$ cat src/rtl/fmrv32im_plic_dispatch.sv
// fmrv32im_plic_dispatch: reads pending/mask from the interrupt controller, presents the lowest unmasked ID, clears it on ack
module fmrv32im_plic_dispatch #(
  parameter logic [3:0] PEND_ADDR = 4'h0,
  parameter logic [3:0] MASK_ADDR = 4'h1
) (
  input  logic        CLK,
  input  logic        RST,
  input  logic        INT_IN,
  output logic        BUS_WE,
  output logic [3:0]  BUS_ADDR,
  output logic [31:0] BUS_WDATA,
  input  logic [31:0] BUS_RDATA,
  output logic        IRQ_VALID,
  output logic [4:0]  IRQ_ID,
  input  logic        IRQ_ACK,
  output logic [15:0] DISPATCH_CNT
);
  typedef enum logic [2:0] {IDLE, RD_PEND, RD_MASK, SELECT, PRESENT, CLEAR, SETTLE} state_t;
  state_t state, state_nxt;
  logic [31:0] pend, mask, eff;
  logic [4:0] low;
  // lowest set bit of the unmasked pending vector
  always_comb begin
    eff = pend & ~mask;
    low = '0;
    for (int i = 31; i >= 0; i--) if (eff[i]) low = 5'(i);
  end
  // next state and Moore-decoded bus/irq outputs
  always_comb begin
    state_nxt = state;
    BUS_WE = 1'b0;
    BUS_ADDR = PEND_ADDR;
    BUS_WDATA = '0;
    IRQ_VALID = 1'b0;
    case (state)
      IDLE:    state_nxt = INT_IN ? RD_PEND : IDLE;
      RD_PEND: state_nxt = RD_MASK;
      RD_MASK: begin
        BUS_ADDR = MASK_ADDR;
        state_nxt = SELECT;
      end
      SELECT:  state_nxt = (eff == '0) ? IDLE : PRESENT;
      PRESENT: begin
        IRQ_VALID = 1'b1;
        state_nxt = IRQ_ACK ? CLEAR : PRESENT;
      end
      CLEAR: begin
        BUS_WE = 1'b1;
        BUS_WDATA = 32'd1 << IRQ_ID;
        state_nxt = SETTLE;
      end
      SETTLE:  state_nxt = IDLE;
      default: state_nxt = IDLE;
    endcase
  end
  // state, captured registers, presented ID and saturating dispatch count
  always_ff @(posedge CLK) begin
    if (RST) begin
      state <= IDLE;
      pend <= '0;
      mask <= '0;
      IRQ_ID <= '0;
      DISPATCH_CNT <= '0;
    end else begin
      state <= state_nxt;
      if (state == RD_PEND) pend <= BUS_RDATA;
      if (state == RD_MASK) mask <= BUS_RDATA;
      if (state == SELECT && eff != '0) IRQ_ID <= low;
      if (state == PRESENT && IRQ_ACK && DISPATCH_CNT != 16'hFFFF) DISPATCH_CNT <= DISPATCH_CNT + 16'd1;
    end
  end
endmodule

$ cat config.mk
export PLATFORM = sky130hd
export DESIGN_NAME = fmrv32im_plic_dispatch
export DESIGN_NICKNAME = d
export VERILOG_FILES = /design/src/rtl/fmrv32im_plic_dispatch.sv
export SDC_FILE = /design/constraint.sdc
export NUM_CORES = 1
export LEC_CHECK = 0
export CAP_MARGIN = 15
export CELL_PAD_IN_SITES_DETAIL_PLACEMENT = 1
export CELL_PAD_IN_SITES_GLOBAL_PLACEMENT = 2
export CORE_MARGIN = 5
export CORE_UTILIZATION = 28
export DETAILED_ROUTE_END_ITERATION = 7
export HOLD_SLACK_MARGIN = 0.06
export PLACE_DENSITY_LB_ADDON = 0.1
export REMOVE_ABC_BUFFERS = 1
export SKIP_LAST_GASP = 1
export SYNTH_ARGS = -nofsm -noshare
export SYNTH_HDL_FRONTEND = slang
export SYNTH_SLANG_ARGS = --single-unit
$ cat constraint.sdc
create_clock -name CLK -period 2.1 [get_ports CLK]
set_input_delay 0.315 -clock CLK [delete_from_list [all_inputs] [get_ports CLK]]
set_output_delay 0.315 -clock CLK [all_outputs]
set_load 0.005 [all_outputs]
==> metrics.yaml, run 1 <==
drc_errors: 0
max_freq_mhz: 494
avgSynthCellArea_um2: 7.45
p_leak_nw: 2.17
synth_enable_flop_cells: 0
synth_seq_cells: 88
grt_pass1_vias: 4256
yosysWarnings: 0
setup_viol: 0
core.rowCount: 44
ys.flop_type: "dfxtp_1"
wl_per_cell_um: 15.4
setup_tns_ns: 0
final_max_slew_viol_count: 0
final_area_mm2: 0.00572
drtPass1Iterations: 4
drive_gt1_share_pct: 11.5
p_per_area_mw_per_mm2: 742
cts_tree: "built"
cts_max_level: 3
fin_nets: 694
worstHoldStart: "RST"
place.gp.congestion: 0.742
power.total_mw: 4.25
hold_class: "input port to flip-flop"
clock_path_buffers: 2
relSlewSlack_pct: 47.4
syn_inst: 558
routed_wl_mm: 13.1
syn_area_mm2: 0.00416
seq_area_frac_synth_pct: 42.4
die_w_um: 132
cts_hold_buf: 0
fillerInstances: 1766
tightest_slew_ns: 0.789
worstSetupPathType: "flip-flop to output port"
synthDistinctLibCells: 47
startpoint_type: "flip-flop"
min_period_ns: 2.02
cts.sinks: 88
rsz0062_at_grt: "yes"
grt_max_degree: 51
endpoint_kind: "output port"
grt.overflow.total: 0
outcome: "finished clean"
cp-startpoint: "state[1]"
maxCapViolCount: 0
finalCritPeriodShare_pct: 96.4
place.port_buffers: 91
vias: 4080
die_y_um: 132
antenna_cells: 0
dpl.hpwl_mm: 9.30
path_clk_slew_ns: 0.06
start_util_pct: 28.6
cts-root-buf: "clkbuf_16"
fin_ws_ns: 0.0760
cts_made_buffers: 9
place_area_mm2: 0.00534
r2r-start: "mask[11]"
drt-initial-drc-count: 144
io_pins: 95
ir_worst_vdd_v: 0.000402
place_ws_ns: -0.0246
finClkSkew_ns: 0.00410
hold_viol: 0
cp.required_ns: 1.78
antenna_found_initial: 0
timing.hold.ws_ns: 0.434
core_area_mm2: 0.0145
synthArstFlopShare_pct: 0
insertion_delay_ns: 0.35
dieArea_mm2: 0.0174
routed_via_density: 4.82
grt_pass1_wl_mm: 21.6
arrival_ns: 1.71
cp_max_fo: 4
grt_util_all_layers_pct: 15.2
detail-route-antenna-nets: 0
syn_to_final_growth_pct: 37.7
metrics by stage:
stage                     std cells  utilization (%)
after floorplan                 529                -
after global placement          825             36.7
after detailed placement        825             36.7
after global routing            846             39.4
final                           846             39.4
after CTS                       844             39.1
Yosys cell counts (all sizes together) (3+ instances only):
cell,instances,area (um^2)
a211oi,3,22.5
nand3b,5,37.5
o41ai,3,26.3
nor2,54,203
inv,9,33.8
clkbuf,25,93.8
nand4,6,37.5
o21ai,7,46.3
a21oi,72,360
buf,6,42.5
a2111oi,3,26.3
nor4,9,75.1
dfxtp,88,1760
nand3,7,40.0
nand2,149,559
nor3,21,105
nor2b,24,150
and4,4,35.0
xnor2,13,114
nand2b,24,150
layout make-up:
type	instances	area, um^2	area share, %
clock buffers	11	253	4.42
clock inverters	5	78.8	1.38
inverters	9	33.8	0.590
multi-input cells	432	2290	40.0
flip-flops and latches	88	1760	30.8
well taps	184	230	4.02
repair buffers	117	1070	18.7
registers in the layout, indices dropped and copies added (netlist names):
register / cells
DISPATCH_CNT: 16
IRQ_ID: 5
mask: 32
pend: 32
state: 3
worst max-delay path, stage by stage (launching register included):
cell and delay, ns:
dfxtp_1 0.31, nand2b_4 0.16, nor2_4 0.09, and2_4 0.18, nand3b_1 0.14, buf_4 0.18
nor3_2 0.16, buf_2 0.14
power by group:
group          switching, mW  internal (mW)
Clock                  0.675           1.10
Sequential            0.0470           1.75
Combinational          0.389          0.277
Total                   1.11           3.13
final timing paths:
path                                        end  slack [ns]  depth (start not counted)
worst max register to register        IRQ_ID[1]        0.14                          7
worst min register to register         mask[17]        0.45                          2
worst max-delay path              BUS_WDATA[17]        0.08                          7
worst min-delay path            DISPATCH_CNT[1]        0.43                          2
timing repair:
item,4_1_cts,5_1_grt
setup endpoints to repair,33,16
resized for setup,40,17
buffers inserted,3,2
pin swaps,13,3
cells in the final DEF (no fill, tap or decap), drive strengths merged, types with 6 or more instances in the layout:
cell type and instances:
o21ai 7, xnor2 13, nor3 21, clkbuf 13, nand4 6, nand2 149
dfxtp 88, nand3 7, dlygate4sd2 27, nor2b 24, buf 28, clkdlybuf4s50 57
inv 9, a21oi 72, nand2b 24, nor2 54, nor4 9
routing by layer:
metal / up-vias / GRT usage (%) / part of all wire, %
met2: 63 / 25.5 / 48
li1: 2049 / - / -
met4: 0 / 3.37 / 1.1
met1: 1957 / 19.2 / 47
met5: - / 0 / 0
met3: 11 / 4.66 / 3.8
logic make-up after synthesis:
| group | synth area share (%) |
|---|---|
| flops | 42.4 |
| mux | 0.241 |
| simple gates | 35.9 |
| buf+inv | 4.09 |
| xor+xnor | 3.16 |
| compound gates | 13.8 |
| fa+ha+maj | 0.301 |
| other cells | 0.0902 |
Note: power is estimated with default switching activity, not from simulation.
==> run 2: changes to the inputs <==
==> constraint.sdc (replaced) <==
create_clock -name CLK -period 2.1 [get_ports CLK]
set_input_delay 0.315 -clock CLK [delete_from_list [all_inputs] [get_ports CLK]]
set_output_delay 0.315 -clock CLK [all_outputs]
set_load 0.01 [all_outputs]
==> run 2 against run 1 <==
Combinational power decreased by 0.6%. Clock skew increased by 0.0034 ns. Sequential share of layout area increased by 0.37 points. Maximum frequency decreased by 1.3%. Via count decreased by 0.83%. Critical endpoint is now BUS_WDATA[3]. Highest routed layer unchanged.
==> metrics.yaml, run 2 (synthesis gave the netlist of run 1 again) <==
internal-power_mw: 3.11  # -0.92%
core.rowCount: 44  # unchanged
syn_to_final_growth_pct: 35.9
finClkSkew_ns: 0.00753  # +0.00343 ns
outcome: "finished clean"
reg_top3: "mask: 32 flops, pend: 32 flops, DISPATCH_CNT: 16 flops"
wl_per_cell_um: 15.3  # -0.54%
power_frac_seq_pct: 42.5  # about the same
regArea_mm2: 0.00176  # about the same
cts_hold_buf: 0  # unchanged
multi_input_area_mm2: 0.00227  # -1.0%
setup_viol: 0  # unchanged
cts-root-buf: "clkbuf_16"
power.switching_mw: 1.12  # +1.1%
grt_max_degree: 50  # -2.0%
startpoint_type: "flip-flop"
drive_gt1_share_pct: 10.3  # -1.1 points
pwr-share-comb_pct: 15.7  # about the same
hold_depth: 2  # unchanged
dieArea_mm2: 0.0174  # unchanged
fillerInstances: 1802  # +2.0%
grt_pass1_wl_mm: 21.5  # -0.74%
cts.sinks: 88  # unchanged
core_area_mm2: 0.0145  # unchanged
drt-initial-drc-count: 173  # +20%
m1WireLength_mm: 6.04  # -2.0%
routed_wl_mm: 12.9  # -1.0%
antenna_cells: 0  # unchanged
final_area_mm2: 0.00565  # -1.3%
r2r-start: "mask[11]"
cts_made_buffers: 9  # unchanged
arrival_ns: 1.74  # +0.03 ns
worstSetupPathType: "flip-flop to output port"
rsz0062_at_grt: "yes"
clock_path_buffers: 2  # unchanged
cts_tree: "built"
start_util_pct: 28.6  # unchanged
die_w_um: 132  # unchanged
path_clk_slew_ns: 0.07  # about the same
hold_class: "input port to flip-flop"
p_leak_nw: 2.09  # -3.4%
maxCapViolCount: 0  # unchanged
netSwitchingFraction_pct: 26.6  # +0.39 points
relSlewSlack_pct: 49.1  # +1.6 points
fin_nets: 690  # -0.58%
wl_met3_um: 433  # -13%
final_cell_mix: "149 x nand2_1, 87 x dfxtp_1, 72 x a21oi_1"
worstHoldStart: "RST"
vias: 4046  # -0.83%
insertion_delay_ns: 0.34  # about the same
endpoint_kind: "output port"
layout_commonest_cell: "nand2_1"
grt_pass1_vias: 4288  # +0.75%
wl_met2_mm: 6.27  # +0.24%
cp_max_fo: 4  # unchanged
hold_viol: 0  # unchanged
place_area_mm2: 0.00534  # +0.14%
final_max_slew_viol_count: 0  # unchanged
routed_via_density: 4.81  # -0.36%
rr_worst_depth: 7  # unchanged
pwr-share-clk_pct: 41.8  # about the same
cts_max_level: 3  # unchanged
tightest_slew_ns: 0.764  # -0.0246 ns
place.gp.congestion: 0.755  # +1.7%
ir_worst_vdd_v: 0.000408  # +1.7%
finalCritPeriodShare_pct: 97.7  # +1.3 points
cp.required_ns: 1.78  # about the same
grt.overflow.total: 0  # unchanged
grt_util_all_layers_pct: 15.0  # -0.16 points
routed.top_layer: "met4"
min_period_ns: 2.05  # +0.0268 ns
drc_errors: 0  # unchanged
die_y_um: 132  # unchanged
detail-route-antenna-nets: 0  # unchanged
place.port_buffers: 91  # unchanged
antenna_found_initial: 0  # unchanged
max_freq_mhz: 488  # -1.3%
p_per_area_mw_per_mm2: 749  # +0.89%
cp-startpoint: "state[1]"
io_pins: 95  # unchanged
dpl.hpwl_mm: 9.31  # +0.13%
power.total_mw: 4.23  # -0.39%
drtPass1Iterations: 4  # unchanged
run 2: critical path: stages, from the launching register on:
cell	delay (ns)
dfxtp_1	0.31
nand2b_1	0.19
nor3_2	0.13
buf_4	0.15
nand3_1	0.14
nor3_1	0.18
dlygate4sd2_1	0.29
run 2: layout make-up:
cell class	count	area share, %
repair buffers	113	18.2
clock buffers	10	4.23
inverters	9	0.598
clock inverters	6	1.59
multi-input cells	432	40.1
flip-flops and latches	88	31.2
well taps	184	4.08
run 2: per-layer routing:
layer / global-route usage [%] / up-vias
li1: - / 2048
met1: 18.6 / 1923
met2: 25.7 / 62
met3: 3.85 / 13
met4: 4.34 / 0
met5: 0 / -
run 2: metrics by stage:
step	hold slack (ns)	util, %	TNS [ns]	setup WS (ns)	instances
6_report	0.429	38.9	0	0.0492	842
5_1_grt	0.466	38.9	-0.138	-0.0612	842
4_1_cts	0.438	38.8	0	0.00472	842
3_5_place_dp	0.446	36.8	0	0.0197	826
3_3_place_gp	0.437	36.8	0	0.0433	826
2_1_floorplan	0.384	-	-1.18	-0.0503	529
run 2: worst paths after layout:
check,end,slack (ns)
hold / removal,DISPATCH_CNT[7],0.43
hold reg to reg,pend[15],0.45
setup / recovery,BUS_WDATA[3],0.05
setup reg to reg,IRQ_ID[1],0.20
run 2: power by group through the flow:
stage	Combinational [mW]	Clock [mW]	Sequential (mW)
finish	0.662	1.77	1.80
global route	0.745	1.88	1.81
CTS	0.676	1.82	1.80
detailed placement	0.671	0	1.84
floorplan	0.365	0	1.83
global placement	0.663	0	1.83
run 2: repair_timing:
item / CTS / global route
resized for setup: 35 / 23
pin swaps: 0 / 1
buffers inserted: 0 / 0
endpoints found under the setup margin: 33 / 28
